--- src/rtl/pcie_tl_tx_scheduler.sv ---
// pcie_tl_tx_scheduler: credit-gated round-robin arbiter of P/NP/CPL TLPs onto the TL->DLL beat stream.
// Define PCIE_TX_CPL_PRIO_EN to grant eligible completions ahead of P/NP round-robin.
module pcie_tl_tx_scheduler #(
  parameter int PIPE_DATA_WIDTH = 256,
  parameter int CREDIT_DEPTH = 12,
  parameter int RETRY_DEPTH_LG2 = 8,
  parameter int BEATS_W = 3
) (
  input  logic clk,
  input  logic rst,
  input  logic p_valid_i,
  input  logic np_valid_i,
  input  logic cpl_valid_i,
  input  logic [PIPE_DATA_WIDTH-1:0] p_data_i,
  input  logic [PIPE_DATA_WIDTH-1:0] np_data_i,
  input  logic [PIPE_DATA_WIDTH-1:0] cpl_data_i,
  input  logic [BEATS_W-1:0] p_beats_i,
  input  logic [BEATS_W-1:0] cpl_beats_i,
  output logic p_ready_o,
  output logic np_ready_o,
  output logic cpl_ready_o,
  input  logic [CREDIT_DEPTH-1:0] cl_ph_i,
  input  logic [CREDIT_DEPTH-1:0] cl_pd_i,
  input  logic [CREDIT_DEPTH-1:0] cl_nh_i,
  input  logic [CREDIT_DEPTH-1:0] cl_ch_i,
  input  logic [CREDIT_DEPTH-1:0] cl_cd_i,
  input  logic [2:0] link_active_i,
  input  logic [RETRY_DEPTH_LG2-1:0] retry_free_i,
  output logic [PIPE_DATA_WIDTH-1:0] tlp_o,
  output logic [2:0] req_o,
  output logic [CREDIT_DEPTH-1:0] cc_ph_o,
  output logic [CREDIT_DEPTH-1:0] cc_pd_o,
  output logic [CREDIT_DEPTH-1:0] cc_nh_o,
  output logic [CREDIT_DEPTH-1:0] cc_ch_o,
  output logic [CREDIT_DEPTH-1:0] cc_cd_o
);
  localparam int CW = CREDIT_DEPTH;
  localparam int RW = RETRY_DEPTH_LG2;
  localparam logic [CW-1:0] HALF = {1'b1, {(CW-1){1'b0}}};
  localparam logic [CW-1:0] ONE = CW'(1);
  localparam logic [2:0] R_IDLE = 3'd0, R_P_HDR = 3'd1, R_P_DATA = 3'd2, R_NP_HDR = 3'd3, R_CPL_HDR = 3'd5, R_CPL_DATA = 3'd6;
  typedef enum logic {S_IDLE, S_DATA} state_t;
  state_t state, state_n;
  logic [1:0] ptr, owner, sel, c1, c2;
  logic [BEATS_W-1:0] cnt, sel_beats;
  logic [CW-1:0] p_need, cpl_need;
  logic [2:0] elig;
  logic any, acc;
  // Limit is ahead of consumed+need by at most half the counter range.
  function automatic logic fc_ok(input logic [CW-1:0] cl, input logic [CW-1:0] cc, input logic [CW-1:0] need);
    logic [CW-1:0] d;
    d = cl - cc - need;
    return d <= HALF;
  endfunction
  assign p_need = {{(CW-BEATS_W-1){1'b0}}, p_beats_i, 1'b0};
  assign cpl_need = {{(CW-BEATS_W-1){1'b0}}, cpl_beats_i, 1'b0};
  assign elig[0] = p_valid_i & link_active_i[0] & fc_ok(cl_ph_i, cc_ph_o, ONE) & fc_ok(cl_pd_i, cc_pd_o, p_need)
                   & (retry_free_i >= RW'(p_beats_i) + RW'(1));
  assign elig[1] = np_valid_i & link_active_i[1] & fc_ok(cl_nh_i, cc_nh_o, ONE) & (retry_free_i >= RW'(1));
  assign elig[2] = cpl_valid_i & link_active_i[2] & fc_ok(cl_ch_i, cc_ch_o, ONE) & fc_ok(cl_cd_i, cc_cd_o, cpl_need)
                   & (retry_free_i >= RW'(cpl_beats_i) + RW'(1));
  assign any = |elig;
  assign c1 = (ptr == 2'd2) ? 2'd0 : ptr + 2'd1;
  assign c2 = (c1 == 2'd2) ? 2'd0 : c1 + 2'd1;
`ifdef PCIE_TX_CPL_PRIO_EN
  assign sel = elig[2] ? 2'd2 : elig[ptr] ? ptr : {1'b0, ~ptr[0]};
`else
  assign sel = elig[ptr] ? ptr : elig[c1] ? c1 : c2;
`endif
  assign sel_beats = (sel == 2'd0) ? p_beats_i : (sel == 2'd2) ? cpl_beats_i : '0;
  assign acc = (owner == 2'd0) ? p_valid_i : cpl_valid_i;
  always_ff @(posedge clk)
    if (rst) state <= S_IDLE;
    else state <= state_n;
  always_comb
    state_n = (state == S_IDLE) ? ((any && sel_beats != '0) ? S_DATA : S_IDLE)
                                : ((acc && cnt == BEATS_W'(1)) ? S_IDLE : S_DATA);
  always_comb begin
    p_ready_o = !rst && ((state == S_IDLE) ? (any && sel == 2'd0) : (owner == 2'd0 && p_valid_i));
    np_ready_o = !rst && state == S_IDLE && any && sel == 2'd1;
    cpl_ready_o = !rst && ((state == S_IDLE) ? (any && sel == 2'd2) : (owner == 2'd2 && cpl_valid_i));
  end
  always_ff @(posedge clk) begin
    if (rst) begin
      tlp_o <= '0;
      req_o <= R_IDLE;
      {cc_ph_o, cc_pd_o, cc_nh_o, cc_ch_o, cc_cd_o} <= '0;
      ptr <= 2'd0;
      owner <= 2'd0;
      cnt <= '0;
    end else if (state == S_IDLE) begin
      if (any) begin
        tlp_o <= (sel == 2'd0) ? p_data_i : (sel == 2'd1) ? np_data_i : cpl_data_i;
        req_o <= (sel == 2'd0) ? R_P_HDR : (sel == 2'd1) ? R_NP_HDR : R_CPL_HDR;
        owner <= sel;
        cnt <= sel_beats;
`ifdef PCIE_TX_CPL_PRIO_EN
        if (sel != 2'd2) ptr <= (sel == 2'd0) ? 2'd1 : 2'd0;
`else
        ptr <= c1 == 2'd0 && sel == 2'd2 ? 2'd0 : (sel == 2'd2) ? 2'd0 : sel + 2'd1;
`endif
        if (sel == 2'd0) begin
          cc_ph_o <= cc_ph_o + ONE;
          cc_pd_o <= cc_pd_o + p_need;
        end
        if (sel == 2'd1) cc_nh_o <= cc_nh_o + ONE;
        if (sel == 2'd2) begin
          cc_ch_o <= cc_ch_o + ONE;
          cc_cd_o <= cc_cd_o + cpl_need;
        end
      end else begin
        req_o <= R_IDLE;
      end
    end else if (acc) begin
      tlp_o <= (owner == 2'd0) ? p_data_i : cpl_data_i;
      req_o <= (owner == 2'd0) ? R_P_DATA : R_CPL_DATA;
      cnt <= cnt - BEATS_W'(1);
    end else begin
      req_o <= R_IDLE;
    end
  end
endmodule

--- config.mk ---
export PLATFORM = sky130hd
export DESIGN_NAME = pcie_tl_tx_scheduler
export DESIGN_NICKNAME = d
export VERILOG_FILES = /design/src/rtl/pcie_tl_tx_scheduler.sv
export SDC_FILE = /design/constraint.sdc
export NUM_CORES = 1
export LEC_CHECK = 0
export ABC_AREA = 1
export CORE_AREA = 3 3 456 458
export DETAILED_ROUTE_END_ITERATION = 16
export DIE_AREA = 0 0 459 461
export HOLD_SLACK_MARGIN = 0.05
export SLEW_MARGIN = 20
export SYNTH_ARGS = -nofsm -noshare
export SYNTH_HDL_FRONTEND = slang
export SYNTH_SLANG_ARGS = --single-unit
--- constraint.sdc ---
create_clock -name clk -period 11.5 [get_ports clk]
set_input_delay 2.875 -clock clk [delete_from_list [all_inputs] [get_ports clk]]
set_output_delay 2.875 -clock clk [all_outputs]
set_load 0.1 [all_outputs]
* After elaboration in Yosys (flattened, before gate mapping)
Cells that the tools add are included.
Word-level totals: bits in registers 327, input bits 850, output and inout port bits 322, logic and storage cells 118
Cells by class: add/sub/neg operators 21, order comparisons 10, eq/ne operators 7, multiplexer cells 33, bitwise operators 12, reduce and logical (&&, ||, !) cells 24
Operators with widths (count):
- $mux W256 | 6
- $le A12 B12 Y1 const B | 5
- $sub A12 B12 Y12 | 5
- $add A12 B1 Y12 const B | 3
- $sub A12 B1 Y12 const B | 3
- $mux W3 | 11
- $add A12 B4 Y12 | 2
- $sub A12 B4 Y12 | 2
- $ge A8 B4 Y1 | 2
- $logic_and A1 B1 Y1 | 12
- $mux W2 | 6
- $and A1 B1 Y1 | 11
- $reduce_and A3 Y1 | 3
- $add A3 B1 Y4 const B | 2
- $eq A2 B2 Y1 const B | 4
- $ge A8 B1 Y1 const B | 1
- $mux W1 | 8
- $add A2 B1 Y2 const B | 3
- $logic_not A2 Y1 | 3
- $lt A2 B3 Y1 const B | 2
- $bmux W1 S2 | 2
- $reduce_and A2 Y1 | 2
- $eq A3 B1 Y1 const B | 1
- $reduce_bool A3 Y1 | 1
- 7 further kinds | 7

* Logic depth before layout (Yosys ltp)
depth after elaboration 17, gate-level depth with buffers 30, gate-level depth less buffers 29

* Worst setup path before layout
Ideal clock, no wire load.
path kind in2out, start input port cl_pd_i[2], end output port p_ready_o, arrival time 6887 ps, data required time 8625 ps, setup slack 1738 ps, cell stages on the path 26, buffers on the path 1, path through inv_1 -> fa_1 -> inv_1 -> ha_1 -> nand2_1 -> inv_1 -> nand2_1 -> nand2_1 -> nand2_1 -> nand2_1 -> nand2_1 -> nand2_1 -> nor2_1 -> nand2_1 -> nor2_1 -> nand2_1 -> nand2_1 -> nand3_1 -> nor2_1 -> nor2_2 -> nand2_4 -> inv_4 -> nor2_8 -> nand2_2 -> buf_2 -> a21oi_1
On the way: cells in the longest elaborated chain, start to end 13, elaborated cells on any way between the ends 16, those cells by class 2 x add/sub; 1 x order compare; 7 x mux; 2 x bitwise; 4 x reduce/logical
RTL lines:
- start, declared | line 23 | input logic [CREDIT_DEPTH-1:0] cl_pd_i,
- $sub A12 B12 Y12 * | line 52 | d = cl - cc - need;
- $sub A12 B4 Y12 * | line 52
- $le A12 B12 Y1 * | line 53 | return d <= HALF;
- $and A1 B1 Y1 * | line 57 | assign elig[0] = p_valid_i & link_active_i[0] & fc_ok(cl_ph_i, cc_ph_o, ONE) & fc_ok(cl_pd_i, cc_pd_o, p_need)
- $and A1 B1 Y1 * | line 58 | & (retry_free_i >= RW'(p_beats_i) + RW'(1));
- $bmux W1 S2 | line 68 | assign sel = elig[ptr] ? ptr : elig[c1] ? c1 : c2;
- $mux W1 (implied by the code) | line 68
- $mux W2 (2 in a row) | line 68
- $logic_not A2 Y1 | line 79 | p_ready_o = !rst && ((state == S_IDLE) ? (any && sel == 2'd0) : (owner == 2'd0 && p_valid_i));
- $logic_and A1 B1 Y1 * | line 79
- $mux W1 * | line 79
- $logic_and A1 B1 Y1 * | line 79
- end, declared | line 19 | output logic p_ready_o,
Every way passes the cells marked *; elsewhere a longest branch is shown, timed or not. The select of a mux whose other input is x is not followed.

* Worst setup path after layout
start input port p_beats_i[1], end output port p_ready_o
On the way: cells in the longest elaborated chain, start to end 12, elaborated cells on any way between the ends 17, those cells by class 2 x add/sub; 2 x order compare; 7 x mux; 2 x bitwise; 4 x reduce/logical
RTL lines:
- start, declared | line 17 | input logic [BEATS_W-1:0] p_beats_i,
- $sub A12 B4 Y12 | line 52
- $le A12 B12 Y1 | line 53
- $and A1 B1 Y1 | line 57
- $and A1 B1 Y1 * | line 58
- $bmux W1 S2 | line 68
- $mux W1 (implied by the code) | line 68
- $mux W2 (2 in a row) | line 68
- $logic_not A2 Y1 | line 79
- $logic_and A1 B1 Y1 * | line 79
- $mux W1 * | line 79
- $logic_and A1 B1 Y1 * | line 79
Marks and branches as above.

==> PnR_summary.wiki <==
{| class="wikitable"
! Metric !! Value
|-
| TritonCTS Buffers || between 50 and 60
|-
| Antenna viol nets, final || 0
|-
| Core area || 204400 sq um
|-
| Simple-gate share of the synthesized area || 39.66%
|-
| Critical Path Max Stage Delay || 680 ps
|-
| Area share of the largest cell type after synthesis || around 25%
|-
| Number of max-cap violations || 0
|-
| Final Skew || 37.56 ps
|-
| Synth async-reset ratio || 0%
|-
| Clk slew on worst S/H paths || 60 ps
|-
| Worst hold path type || reg -> reg
|-
| Share of synthesized area spent on multiplexers || 0%
|-
| Yosys reg bits || 325
|-
| Slew at the pin closest to its max-slew limit || 1236 ps
|-
| X dimension of the die || 459 um
|-
| Master of the slowest instance on the critical path || sky130_fd_sc_hd__clkdlybuf4s50_1
|-
| Pre-CTS worst setup slack || 1149 ps
|-
| Number of detailed-routing iterations run before antenna repair || 7
|-
| Initial DRC count || 3387
|-
| Critical Path Start Type || input pin
|-
| Via count || 36.49k
|-
| TritonCTS clock tree || built
|-
| Fraction of layout cells with a size suffix above 1 || 5.354%
|-
| Top cells by area, synth || sky130_fd_sc_hd__dfxtp_1 25%, sky130_fd_sc_hd__nand2_1 19%, sky130_fd_sc_hd__nor2_1 12%, sky130_fd_sc_hd__o21ai_0 10%, sky130_fd_sc_hd__a21oi_1 6.8%
|-
| Depth of the most critical reg-to-reg path || 26
|-
| WL/cell || ~27 um
|-
| Cell Rows || 166
|-
| Setup violations, final || 0
|-
| Die height || about 460 um
|-
| Sequential fraction of the synthesis area || 24.94%
|-
| Clock tree buffer depth || 3
|-
| Number of instances in the synthesized netlist || 4621
|-
| Worst path depth || 25
|-
| Most used cell along the critical path || sky130_fd_sc_hd__nand2_1
|-
| Gr ovfl total || 0
|-
| Final design area excluding fillers || 41710 sq um
|-
| Port Buffers || 1169
|-
| DP Wirelength || 185.3 mm
|-
| Register-to-Register Setup Slack || ~5400 ps
|-
| Timing startpoint of the critical path || p_beats_i[1]
|-
| RSZ-0062 raised after global routing || false
|-
| Share of synthesized cell area in full adder, half adder and majority cells || 5.295%
|-
| DRC || 0
|-
| Endpoint class of the critical path || output port
|-
| Layout overhead on the synthesized area || 59.87%
|-
| Post-Syn Area || ~26000 sq um
|-
| Final estimated routing congestion in global placement || 0.9525
|-
| Effective utilization at floorplan || 12.77%
|-
| End point of the critical path || p_ready_o
|-
| Buffers plus inverters on the worst setup path || 5
|-
| Data required time of the worst path || 8630 ps
|-
| Crit path DAT || 7450 ps
|-
| Via/cell ratio || around 4.4
|-
| Gate family responsible for the most delay along the worst path || simple AND/OR/NAND/NOR gates
|-
| Placed inst area || 39720 sq um
|-
| Maximum number of pins on one net before global-route repair || ~200
|-
| Setup Crit Path Kind || in -> out
|-
| Number of failing hold endpoints at the final stage || 0
|-
| Post-route clock period utilization || around nine tenths
|-
| Root buffer selected by CTS || sky130_fd_sc_hd__clkbuf_16
|-
| Post CTS Setup Buffer Count || 0
|-
| Number of antenna violations at the first check in global routing || 187
|-
| Number of buffers inserted for hold repair after clock tree synthesis || 0
|-
| Count of pins over their slew limit || 0
|-
| Number of warnings issued by yosys || 0
|-
| Number of nets in the final layout || 6536
|-
| Most frequent cells after synthesis || 1349 x sky130_fd_sc_hd__nand2_1, 858 x sky130_fd_sc_hd__nor2_1, 546 x sky130_fd_sc_hd__o21ai_0
|-
| Synth Area in Compound Gates || 19.49%
|-
| Overall routing resource usage || approximately a fifth
|-
| Global-route wire length before repair || a little over 300 mm
|-
| Final sum of negative setup slack || 0 ps
|-
| Status || completed
|-
| Worst R2R End || tlp_o[138]$_SDFFE_PP0P_
|-
| Setup ws final || between 1000 and 1500 ps
|-
| Largest area contributor in the synthesized netlist || sky130_fd_sc_hd__dfxtp_1
|-
| Shortest clock period the worst path allows after layout || 10320 ps
|-
| Largest family of logic cells by synthesized area || simple AND/OR/NAND/NOR gates
|-
| Cell variety after synth || 45
|-
| TritonCTS Sinks || 325
|-
| Post-CTS Resized || 0
|-
| I/O pins || 1172
|-
| Largest voltage drop on the vdd net || about 0.11 mV
|-
| Power density cells || 171.1 nW/um^2
|-
| Cell with the most instances after synthesis || sky130_fd_sc_hd__nand2_1
|-
| Maximum level of the CTS H-tree || 2
|-
| Normalized max-slew margin || about 17%
|-
| Synth Flop Type || sky130_fd_sc_hd__dfxtp_1
|-
| Detailed-route wire length || between 200 and 250 mm
|-
| Mapped Avg Cell Area || 5.646 sq um
|-
| Leakage power figure || approximately 18 nW
|-
| Peak fanout along the critical path || 51
|-
| Worst-skew pair later-pin latency || 690 ps
|-
| Post-synthesis share of cell area spent on xor and xnor gates || 1.007%
|-
| Crit Reg-Reg Startpoint || cc_pd_o[2]$_SDFFE_PP0P_
|-
| Number of enable flip-flop cells after synthesis || 0
|-
| Area enclosed by the die boundary || around 210000 sq um
|-
| Highest attainable clock frequency || slightly below 100 MHz
|-
| Vias in the first global route || 33.75k
|}
## through the flow
step / cells / hold WS (ps) / power [mW] / util, %
6_report: 8370 / 493.5 / 7.138 / 20.41
3_3_place_gp: 8215 / 473.1 / 5.408 / 19.44
4_1_cts: 8309 / 500.0 / 7.250 / 20.33
5_1_grt: 8338 / 517.0 / 7.511 / 20.37
2_1_floorplan: 4622 / 458.4 / 3.936 / -
3_5_place_dp: 8215 / 482.9 / 5.410 / 19.44
## registers in the layout, summed over array words and instances, names as in the netlist
register  flops
ptr           2
cc_ph_o      12
cc_nh_o      12
cc_cd_o      11
cc_pd_o      11
cc_ch_o      12
owner         2
state         1
tlp_o       256
req_o         3
cnt           3
## placed cells by master, fill, tap and decap left out, types with 9 or more instances in the layout
cell type,instances
sky130_fd_sc_hd__buf_4,157
sky130_fd_sc_hd__clkbuf_8,12
sky130_fd_sc_hd__inv_1,277
sky130_fd_sc_hd__dfxtp_1,324
sky130_fd_sc_hd__ha_1,96
sky130_fd_sc_hd__xor2_1,22
sky130_fd_sc_hd__fa_1,9
sky130_fd_sc_hd__buf_2,20
sky130_fd_sc_hd__o21ai_0,546
sky130_fd_sc_hd__clkbuf_16,52
sky130_fd_sc_hd__nand3b_1,11
sky130_fd_sc_hd__diode_2,60
sky130_fd_sc_hd__nor3_1,31
sky130_fd_sc_hd__nor2_1,857
sky130_fd_sc_hd__a21oi_1,357
sky130_fd_sc_hd__a22oi_1,52
sky130_fd_sc_hd__clkdlybuf4s50_1,1020
sky130_fd_sc_hd__nand3_1,290
sky130_fd_sc_hd__nand4_1,28
sky130_fd_sc_hd__nand2_1,1349
## kinds of logic (layout without fill, tap and decap cells)
family	Yosys count	in the layout
AND/OR/NAND/NOR	2592	2592
other	1	62
AO/OA/AOI/OAI	980	980
XOR/XNOR	30	30
adder cells (fa/ha/maj)	105	105
buffers and inverters	588	1588
flip-flops	325	325
## layer usage
layer | share of wire, % | vias to the layer above | GRT usage (%)
met4 | 4.4 | 126 | 8.140
met2 | 44 | 1861 | 32.48
met1 | 40 | 17070 | 24.34
met5 | 0.35 | - | 0
li1 | - | 16960 | -
met3 | 12 | 474 | 9.340
## worst register-to-register path: stages, from the launching register on
cell and delay (ps):
sky130_fd_sc_hd__dfxtp_1 420, sky130_fd_sc_hd__fa_1 540, sky130_fd_sc_hd__inv_1 50, sky130_fd_sc_hd__ha_1 410, sky130_fd_sc_hd__nand2_1 120, sky130_fd_sc_hd__nor2_1 110, sky130_fd_sc_hd__nand2_1 80, sky130_fd_sc_hd__nand3_1 160
sky130_fd_sc_hd__nand2_1 90, sky130_fd_sc_hd__nand2_1 60, sky130_fd_sc_hd__nand2_1 50, sky130_fd_sc_hd__nand3b_1 120, sky130_fd_sc_hd__nor2_1 60, sky130_fd_sc_hd__nand2_1 50, sky130_fd_sc_hd__nand2_1 60, sky130_fd_sc_hd__nand3_1 160
sky130_fd_sc_hd__nor2_1 80, sky130_fd_sc_hd__nor2_2 170, sky130_fd_sc_hd__nand3_2 190, sky130_fd_sc_hd__nand2_8 300, sky130_fd_sc_hd__buf_4 520, sky130_fd_sc_hd__buf_4 790, sky130_fd_sc_hd__buf_4 680, sky130_fd_sc_hd__nand2_1 330
sky130_fd_sc_hd__nand3_1 170, sky130_fd_sc_hd__nand2_1 60, sky130_fd_sc_hd__a21oi_1 160
## worst min-delay path by stage
stage / startpoint / end / cells past startpoint
floorplan: owner[0]$_SDFFE_PP0P_ / owner[0]$_SDFFE_PP0P_ / 2
global placement: cc_ph_o[9]$_SDFFE_PP0P_ / cc_ph_o[9]$_SDFFE_PP0P_ / 2
detailed placement: cc_ph_o[9]$_SDFFE_PP0P_ / cc_ph_o[9]$_SDFFE_PP0P_ / 2
CTS: cc_ph_o[9]$_SDFFE_PP0P_ / cc_ph_o[9]$_SDFFE_PP0P_ / 2
global route: cc_nh_o[9]$_SDFFE_PP0P_ / cc_nh_o[9]$_SDFFE_PP0P_ / 2
finish: cc_ph_o[9]$_SDFFE_PP0P_ / cc_ph_o[9]$_SDFFE_PP0P_ / 2
## power by group
part	internal [mW]	total [mW]	switching (mW)
registers	1.32	1.46	0.144
logic	0.957	3.90	2.94
clock network	1.04	1.77	0.732
## layout make-up
type,count,area [sq um]
inverters,290,1131
repair buffers,1204,11620
clock inverters,26,339.1
fillers,23340,162700
multi-input cells,3709,17110
well taps,2688,3363
flip-flops and latches,325,6510
diodes,60,150.1
clock buffers,68,1481
No activity file was read; power rests on OpenSTA's default activity.
